==> src/rtl/mc_control_fsm_pkg.sv <==
// Shared encodings for the multicycle control unit: opcodes, states, ALU controls,
// mux selects, and the per-state control word.
package mc_control_fsm_pkg;

  localparam int ALUCTRL_W = 3;
  localparam int STATE_W   = 4;

  localparam logic [6:0] OP_LW  = 7'b0000011;
  localparam logic [6:0] OP_SW  = 7'b0100011;
  localparam logic [6:0] OP_R   = 7'b0110011;
  localparam logic [6:0] OP_I   = 7'b0010011;
  localparam logic [6:0] OP_BEQ = 7'b1100011;
  localparam logic [6:0] OP_JAL = 7'b1101111;

  typedef enum logic [STATE_W-1:0] {
    S_FETCH    = 4'd0,
    S_DECODE   = 4'd1,
    S_MEMADR   = 4'd2,
    S_MEMREAD  = 4'd3,
    S_MEMWB    = 4'd4,
    S_MEMWRITE = 4'd5,
    S_EXECR    = 4'd6,
    S_EXECI    = 4'd7,
    S_ALUWB    = 4'd8,
    S_BEQ      = 4'd9,
    S_JAL      = 4'd10
  } state_t;

  typedef enum logic [ALUCTRL_W-1:0] {
    ALU_ADD = 3'b000,
    ALU_SUB = 3'b001,
    ALU_AND = 3'b010,
    ALU_OR  = 3'b011,
    ALU_SLT = 3'b101
  } alu_ctrl_t;

  typedef enum logic [1:0] {
    ALUOP_ADD   = 2'b00,
    ALUOP_SUB   = 2'b01,
    ALUOP_FUNCT = 2'b10
  } aluop_t;

  typedef enum logic [1:0] {RES_ALUOUT = 2'b00, RES_DATA = 2'b01, RES_ALU = 2'b10} res_src_t;
  typedef enum logic [1:0] {SRCA_PC = 2'b00, SRCA_OLDPC = 2'b01, SRCA_RS1 = 2'b10} src_a_t;
  typedef enum logic [1:0] {SRCB_RS2 = 2'b00, SRCB_IMM = 2'b01, SRCB_FOUR = 2'b10} src_b_t;
  typedef enum logic [1:0] {IMM_I = 2'b00, IMM_S = 2'b01, IMM_B = 2'b10, IMM_J = 2'b11} imm_src_t;

  // pc_write here is the unconditional part; the BEQ branch term is added by the top.
  typedef struct packed {
    logic     pc_write;
    logic     adr_src;
    logic     mem_write;
    logic     ir_write;
    res_src_t result_src;
    src_a_t   alu_src_a;
    src_b_t   alu_src_b;
    logic     reg_write;
    aluop_t   aluop;
  } ctrl_t;

  function automatic ctrl_t state_ctrl(state_t s);
    ctrl_t c;
    c = '0;
    case (s)
      S_FETCH: begin
        c.ir_write = 1'b1;  c.pc_write  = 1'b1;
        c.alu_src_b = SRCB_FOUR;  c.result_src = RES_ALU;
      end
      S_DECODE: begin
        c.alu_src_a = SRCA_OLDPC; c.alu_src_b = SRCB_IMM;
      end
      S_MEMADR: begin
        c.alu_src_a = SRCA_RS1;   c.alu_src_b = SRCB_IMM;
      end
      S_MEMREAD:  c.adr_src = 1'b1;
      S_MEMWB: begin
        c.result_src = RES_DATA;  c.reg_write = 1'b1;
      end
      S_MEMWRITE: begin
        c.adr_src = 1'b1;         c.mem_write = 1'b1;
      end
      S_EXECR: begin
        c.alu_src_a = SRCA_RS1;   c.alu_src_b = SRCB_RS2;  c.aluop = ALUOP_FUNCT;
      end
      S_EXECI: begin
        c.alu_src_a = SRCA_RS1;   c.alu_src_b = SRCB_IMM;  c.aluop = ALUOP_FUNCT;
      end
      S_ALUWB:    c.reg_write = 1'b1;
      S_BEQ: begin
        c.alu_src_a = SRCA_RS1;   c.alu_src_b = SRCB_RS2;  c.aluop = ALUOP_SUB;
      end
      S_JAL: begin
        c.alu_src_a = SRCA_OLDPC; c.alu_src_b = SRCB_FOUR; c.pc_write = 1'b1;
      end
      default: ;
    endcase
    return c;
  endfunction

  function automatic imm_src_t imm_sel(logic [6:0] op);
    case (op)
      OP_SW:   return IMM_S;
      OP_BEQ:  return IMM_B;
      OP_JAL:  return IMM_J;
      default: return IMM_I;
    endcase
  endfunction

endpackage

==> src/rtl/mc_control_fsm_if.sv <==
// Control/datapath bundle: the controller is the master (drives controls, reads the
// latched instruction fields and the ALU zero flag).
interface mc_control_fsm_if;
  logic [6:0] op;
  logic [2:0] funct3;
  logic       funct7b5;
  logic       zero;
  logic       pc_write;
  logic       adr_src;
  logic       mem_write;
  logic       ir_write;
  logic [1:0] result_src;
  logic [1:0] alu_src_a;
  logic [1:0] alu_src_b;
  logic [1:0] imm_src;
  logic       reg_write;
  logic [mc_control_fsm_pkg::ALUCTRL_W-1:0] alucontrol;
  logic       illegal;
  logic [mc_control_fsm_pkg::STATE_W-1:0]   state_o;

  modport master (
    input  op, funct3, funct7b5, zero,
    output pc_write, adr_src, mem_write, ir_write, result_src, alu_src_a,
           alu_src_b, imm_src, reg_write, alucontrol, illegal, state_o
  );

  modport slave (
    output op, funct3, funct7b5, zero,
    input  pc_write, adr_src, mem_write, ir_write, result_src, alu_src_a,
           alu_src_b, imm_src, reg_write, alucontrol, illegal, state_o
  );
endinterface

==> src/rtl/mc_control_fsm_alu_decoder.sv <==
// Combinational ALU decoder shared with the single-cycle core.
// MC_CTRL_SLT_EN: when defined, funct3 010 decodes to slt instead of being illegal.
module mc_control_fsm_alu_decoder
  import mc_control_fsm_pkg::*;
(
  input  aluop_t    i_aluop,
  input  logic [2:0] i_funct3,
  input  logic      i_op5,
  input  logic      i_funct7b5,
  output alu_ctrl_t o_alucontrol,
  output logic      o_funct_illegal
);

  alu_ctrl_t w_funct;

  // NOTE: every output of a combinational block gets a default first, so no path
  // through the case statements can leave a value held (which would infer a latch).
  always_comb begin
    w_funct         = ALU_ADD;
    o_funct_illegal = 1'b0;
    case (i_funct3)
      3'b000:  w_funct = (i_op5 & i_funct7b5) ? ALU_SUB : ALU_ADD;
      3'b110:  w_funct = ALU_OR;
      3'b111:  w_funct = ALU_AND;
`ifdef MC_CTRL_SLT_EN
      3'b010:  w_funct = ALU_SLT;
`else
      3'b010:  o_funct_illegal = 1'b1;
`endif
      default: o_funct_illegal = 1'b1;
    endcase

    case (i_aluop)
      ALUOP_SUB:   o_alucontrol = ALU_SUB;
      ALUOP_FUNCT: o_alucontrol = w_funct;
      default:     o_alucontrol = ALU_ADD;
    endcase
  end

endmodule

==> src/rtl/mc_control_fsm.sv <==
// Multicycle control FSM (FETCH/DECODE/EXECUTE/MEM/WB) driving the ALU and datapath.
// MC_CTRL_SLT_EN enables slt/slti decode in the ALU decoder.
module mc_control_fsm
  import mc_control_fsm_pkg::*;
(
  input logic             clk,
  input logic             rst_n,
  mc_control_fsm_if.master bus
);

  state_t    r_state;
  state_t    w_next;
  ctrl_t     r_ctrl;
  logic      w_decode_bad;
  logic      w_funct_illegal;
  alu_ctrl_t w_alucontrol;

  mc_control_fsm_alu_decoder u_alu_dec (
    .i_aluop        (r_ctrl.aluop),
    .i_funct3       (bus.funct3),
    .i_op5          (bus.op[5]),
    .i_funct7b5     (bus.funct7b5),
    .o_alucontrol   (w_alucontrol),
    .o_funct_illegal(w_funct_illegal)
  );

  always_comb begin
    w_next       = S_FETCH;
    w_decode_bad = 1'b0;
    case (r_state)
      S_FETCH:  w_next = S_DECODE;
      S_DECODE: begin
        case (bus.op)
          OP_LW, OP_SW: w_next = S_MEMADR;
          OP_R:   if (w_funct_illegal) w_decode_bad = 1'b1; else w_next = S_EXECR;
          OP_I:   if (w_funct_illegal) w_decode_bad = 1'b1; else w_next = S_EXECI;
          OP_BEQ: if (bus.funct3 != 3'b000) w_decode_bad = 1'b1; else w_next = S_BEQ;
          OP_JAL: w_next = S_JAL;
          default: w_decode_bad = 1'b1;
        endcase
      end
      S_MEMADR: begin
        if (bus.op == OP_LW)      w_next = S_MEMREAD;
        else if (bus.op == OP_SW) w_next = S_MEMWRITE;
      end
      S_MEMREAD:                 w_next = S_MEMWB;
      S_EXECR, S_EXECI, S_JAL:   w_next = S_ALUWB;
      default:                   w_next = S_FETCH;
    endcase
  end

  // The control word is registered from the next state so it is aligned with r_state;
  // its reset value is the FETCH word so the first fetch is ready at deassertion.
  // NOTE: state is updated with non-blocking assignments so every register samples
  // pre-edge values; blocking here would create order-dependent simulation races.
  always_ff @(posedge clk or negedge rst_n) begin
    if (!rst_n) begin
      r_state <= S_FETCH;
      r_ctrl  <= state_ctrl(S_FETCH);
    end else begin
      r_state <= w_next;
      r_ctrl  <= state_ctrl(w_next);
    end
  end

  // Write enables are qualified by rst_n so nothing writes while reset is held.
  assign bus.pc_write   = rst_n & (r_ctrl.pc_write | ((r_state == S_BEQ) & bus.zero));
  assign bus.ir_write   = rst_n & r_ctrl.ir_write;
  assign bus.mem_write  = rst_n & r_ctrl.mem_write;
  assign bus.reg_write  = rst_n & r_ctrl.reg_write;
  assign bus.illegal    = rst_n & (r_state == S_DECODE) & w_decode_bad;
  assign bus.adr_src    = r_ctrl.adr_src;
  assign bus.result_src = r_ctrl.result_src;
  assign bus.alu_src_a  = r_ctrl.alu_src_a;
  assign bus.alu_src_b  = r_ctrl.alu_src_b;
  assign bus.imm_src    = imm_sel(bus.op);
  assign bus.alucontrol = w_alucontrol;
  assign bus.state_o    = r_state;

endmodule

==> src/flat_wrapper.sv <==
// flat-port wrapper written by rule: the top's interface ports become plain ports
module mc_control_fsm_flat import mc_control_fsm_pkg::*;
  (clk, rst_n, bus_op, bus_funct3, bus_funct7b5, bus_zero, bus_pc_write, bus_adr_src, bus_mem_write, bus_ir_write, bus_result_src, bus_alu_src_a, bus_alu_src_b, bus_imm_src, bus_reg_write, bus_alucontrol, bus_illegal, bus_state_o);
  mc_control_fsm_if bus_i ();
  input logic clk;
  input logic rst_n;
  input wire logic [$bits(bus_i.op)-1:0] bus_op;
  input wire logic [$bits(bus_i.funct3)-1:0] bus_funct3;
  input wire logic [$bits(bus_i.funct7b5)-1:0] bus_funct7b5;
  input wire logic [$bits(bus_i.zero)-1:0] bus_zero;
  output wire logic [$bits(bus_i.pc_write)-1:0] bus_pc_write;
  output wire logic [$bits(bus_i.adr_src)-1:0] bus_adr_src;
  output wire logic [$bits(bus_i.mem_write)-1:0] bus_mem_write;
  output wire logic [$bits(bus_i.ir_write)-1:0] bus_ir_write;
  output wire logic [$bits(bus_i.result_src)-1:0] bus_result_src;
  output wire logic [$bits(bus_i.alu_src_a)-1:0] bus_alu_src_a;
  output wire logic [$bits(bus_i.alu_src_b)-1:0] bus_alu_src_b;
  output wire logic [$bits(bus_i.imm_src)-1:0] bus_imm_src;
  output wire logic [$bits(bus_i.reg_write)-1:0] bus_reg_write;
  output wire logic [$bits(bus_i.alucontrol)-1:0] bus_alucontrol;
  output wire logic [$bits(bus_i.illegal)-1:0] bus_illegal;
  output wire logic [$bits(bus_i.state_o)-1:0] bus_state_o;
  assign bus_i.op = bus_op;
  assign bus_i.funct3 = bus_funct3;
  assign bus_i.funct7b5 = bus_funct7b5;
  assign bus_i.zero = bus_zero;
  assign bus_pc_write = bus_i.pc_write;
  assign bus_adr_src = bus_i.adr_src;
  assign bus_mem_write = bus_i.mem_write;
  assign bus_ir_write = bus_i.ir_write;
  assign bus_result_src = bus_i.result_src;
  assign bus_alu_src_a = bus_i.alu_src_a;
  assign bus_alu_src_b = bus_i.alu_src_b;
  assign bus_imm_src = bus_i.imm_src;
  assign bus_reg_write = bus_i.reg_write;
  assign bus_alucontrol = bus_i.alucontrol;
  assign bus_illegal = bus_i.illegal;
  assign bus_state_o = bus_i.state_o;
  mc_control_fsm u_core (.clk(clk), .rst_n(rst_n), .bus(bus_i));
endmodule
==> config.mk <==
export PLATFORM = sky130hd
export DESIGN_NAME = mc_control_fsm_flat
export DESIGN_NICKNAME = d
export VERILOG_FILES = /design/src/rtl/mc_control_fsm_pkg.sv /design/src/rtl/mc_control_fsm_if.sv /design/src/rtl/mc_control_fsm_alu_decoder.sv /design/src/rtl/mc_control_fsm.sv /design/src/flat_wrapper.sv
export SDC_FILE = /design/constraint.sdc
export NUM_CORES = 1
export LEC_CHECK = 0
export CAP_MARGIN = 10
export CORE_MARGIN = 2
export CORE_UTILIZATION = 58
export DETAILED_ROUTE_END_ITERATION = 10
export DONT_BUFFER_PORTS = 1
export PLACE_DENSITY = 0.74
export SYNTH_ARGS = -nofsm -noshare
export SYNTH_HDL_FRONTEND = slang
export SYNTH_SLANG_ARGS = --single-unit
==> constraint.sdc <==
create_clock -name clk -period 5.85 [get_ports clk]
set_clock_uncertainty 0.1 [all_clocks]
set_input_delay 0.585 -clock clk [delete_from_list [all_inputs] [get_ports clk]]
set_output_delay 0.585 -clock clk [all_outputs]
set_load 0.02 [all_outputs]
==> impl_results.md <==
- Place WS: 3091 ps
- Most frequent cells in the layout: dfrtp_1 (13), nand2_1 (10), nor2_1 (10)
- CTS root buf: clkbuf_4
- Clock transition at path regs: 80 ps
- Max_cap viols: 0
- Gr usage total: 21.29%
- Vias per cell: 6.246
- Antenna violations before repair: 0
- CTS tree: built
- N_diodes: 0
- Starting DRT DRC Count: 27
- First-pass GRT wire length: approximately 3100 um
- CP max-delay cell: or4b_1
- CP endpoint kind: flop
- Die H: approximately 45 um
- PnR worst setup slack: 3253 ps
- Critical path cell sequence: or4b_1, a2111o_1, or2_0, or3b_1, nor2_1, a211o_1
- WL final: about 1800 um
- CP Data Required Time: 5920 ps
- ANT nets after route: 0
- Post-synth EDFFs: 0
- Nets@finish: 119
- Layout cells sized above 1: 9.804%
- Maximum vdd drop: approximately 0.00019 V
- Switching power: 64.24 uW
- Sw Share: 28.54%
- Die area: 2043 um2
- Setup CP Type: flop to flop
- Post-route cell area: 972.2 um2
- Placer Congestion: between 0.8 and 0.9
- Cell family with most CP delay: simple AND/OR/NAND/NOR gates
- Reg2reg path depth: 6
- Maximum clock path buffer count: 2
- CTS buffer count: 3
- Initial DRT Pass Iterations: 4
- # clock sinks: 16
- Minimum clock period: 2597 ps
- PD cells: approximately 230 nW/um2
- Arr. time, crit path: approximately 2700 ps
- Commonest non-fill, non-tap cell in the layout: dfrtp_1
- Residual overflow from global routing: 0
- Leakage: 0.0004223 uW
- Mapped Nets: 122
- R2r startpoint: u_core.bus.state_o[1]
- Crit path max fanout: 10
- Worst Tran Pin Value: 673.9 ps
- Fillers: 137
- Finish-stage setup viols: 0
- Main synth FF type: dfrtp_1
- RSZ-0062 raised after global routing: no
- Synth cell types: 38
- CP max stage delay: 610 ps
- Grt peak-use layer: met1
- Status: completed
- H-tree depth: 1
- Warnings from Yosys: 0
- DR WL/cell: 15.57 um
- DP HPWL: 1414 um
- Clk pwr share: 25.0%
- Hold Path Class: input port to async pin
- Critical path depth: 6
- Area grow syn2layout: -1.271%
- Final Hold Viols: 0
- Port-buffer cells: 0
- Placed cell areas: 935.9 um2
- Seq/Total Area, Yosys: 41.04%
- P_int: 160.8 uW
- Synthesized cell area: 984.7 um2
- Synth async-reset ratio: 100.0%
- FF-to-FF End: u_core.bus.alu_src_a[1]
- Syn_area_per_cell: 9.290 um2
- GRT met2 Usage: 30.29%
- Die outline width: 45.21 um
- FMAX: roughly 390 MHz
- I/O Pins: 35
- Worst setup SP type: flop
- GR Util met1: 30.53%
- Initial Util: 63.88%
- Via Count: 737
- Post-CTS Setup Bufs: 0
- Clk_lat worst skew: 280 ps
- Slew Limit Fails: 0
- Grt met3 use: 8.000%
- Final Cycle Share: 44.39%
- Core Area: approximately 1500 um2
- DRC viols: 0
- WP buf/inv: 0
- Number of global-route vias before repair: 679
- Logic pwr share: 14.5%
- FP Rows: 14
- Relative slew slack: 54.97%
- Sequential power share: 60.5%
- Synthesized flop and latch total: 16
- Largest net degree at the start of global routing: 14
- Cell count after synthesis: 106
- Fin Setup TNS: 0 ps
- Reg-to-reg slack, setup: about 3300 ps
## cell families (layout without fill, tap and decap cells)
kind of cell / Yosys count / count (layout) / share of synthesized area (%)
buf+inv: 14 / 10 / 8.894
fa+ha+maj: 2 / 2 / 2.541
compound gates: 22 / 22 / 17.03
flops: 16 / 16 / 41.04
simple gates: 50 / 50 / 28.97
mux: 1 / 1 / 1.144
other cells: 1 / 1 / 0.3808
## worst max path at each step
stage	startpoint	end	slack, ps
global route	u_core.bus.state_o[1]	u_core.bus.alu_src_a[1]	3180
detailed placement	bus_op[3]	u_core.bus.alu_src_b[0]	3090
CTS	u_core.bus.state_o[0]	bus_illegal	3270
finish	u_core.bus.state_o[1]	u_core.bus.alu_src_a[1]	3250
floorplan	bus_op[3]	u_core.bus.alu_src_b[0]	3340
global placement	bus_op[3]	u_core.bus.alu_src_b[0]	3200
## registers in the layout (all words and copies together) (netlist names)
register               cells
u_core.bus.alu_src_b       2
u_core.bus.alu_src_a       2
u_core.bus.state_o         4
u_core.r_ctrl              6
u_core.bus.result_src      1
u_core.bus.adr_src         1
## Yosys cell counts (3+ instances only)
cell type	instances	area, um2
or3_1	3	18.77
o21ai_0	4	20.02
nand2_1	10	37.54
dfstp_2	3	78.83
a21oi_1	3	15.01
nor2_1	10	37.54
dfrtp_1	13	325.3
and2_1	4	25.02
buf_4	7	52.55
nor3_1	3	15.01
nor4_1	4	25.02
inv_1	5	18.77
nand2b_1	3	18.77
## worst reg2reg max path, stage by stage, from the launching register on
cell and delay, ps:
dfrtp_1 550, or4b_1 610, a2111o_1 400, or2_0 230, or3b_1 240, nor2_1 70
a211o_1 300
## power groups by stage
stage	clock network (uW)	logic, uW	registers, uW
floorplan	0	42.3	129
global placement	0	30.6	139
detailed placement	0	30.4	138
CTS	59.1	32.8	136
global route	65.2	35.9	137
finish	56.3	32.7	136
## repair_timing
item                      CTS  global route
hold endpoints to repair   13             0
hold buffers                1             0
gates resized for setup     0             0
## metrics by stage
stage	utilization (%)	power (uW)	cells	hold slack (ps)
after global placement	60.71	169.3	113	189.8
after CTS	63.07	228.2	118	37.81
after global routing	63.07	238.2	118	19.56
after detailed placement	60.71	168.8	113	189.8
final	63.07	225.1	118	48.81
after floorplan	-	171.0	106	189.4
## area by class of cell
class | count | area (um2) | area share (%)
well taps | 16 | 20.02 | 2.059
multi-input cells | 76 | 493.0 | 50.71
repair buffers | 1 | 10.01 | 1.030
flip-flops and latches | 16 | 404.1 | 41.57
clock buffers | 4 | 26.28 | 2.703
inverters | 5 | 18.77 | 1.931
## metal layers
metal	part of all wire, %	wire, um
met5	0	0
met2	46	837
met1	47	863
met4	0	0
met3	7.3	135
No activity file was read; power rests on OpenSTA's default activity.
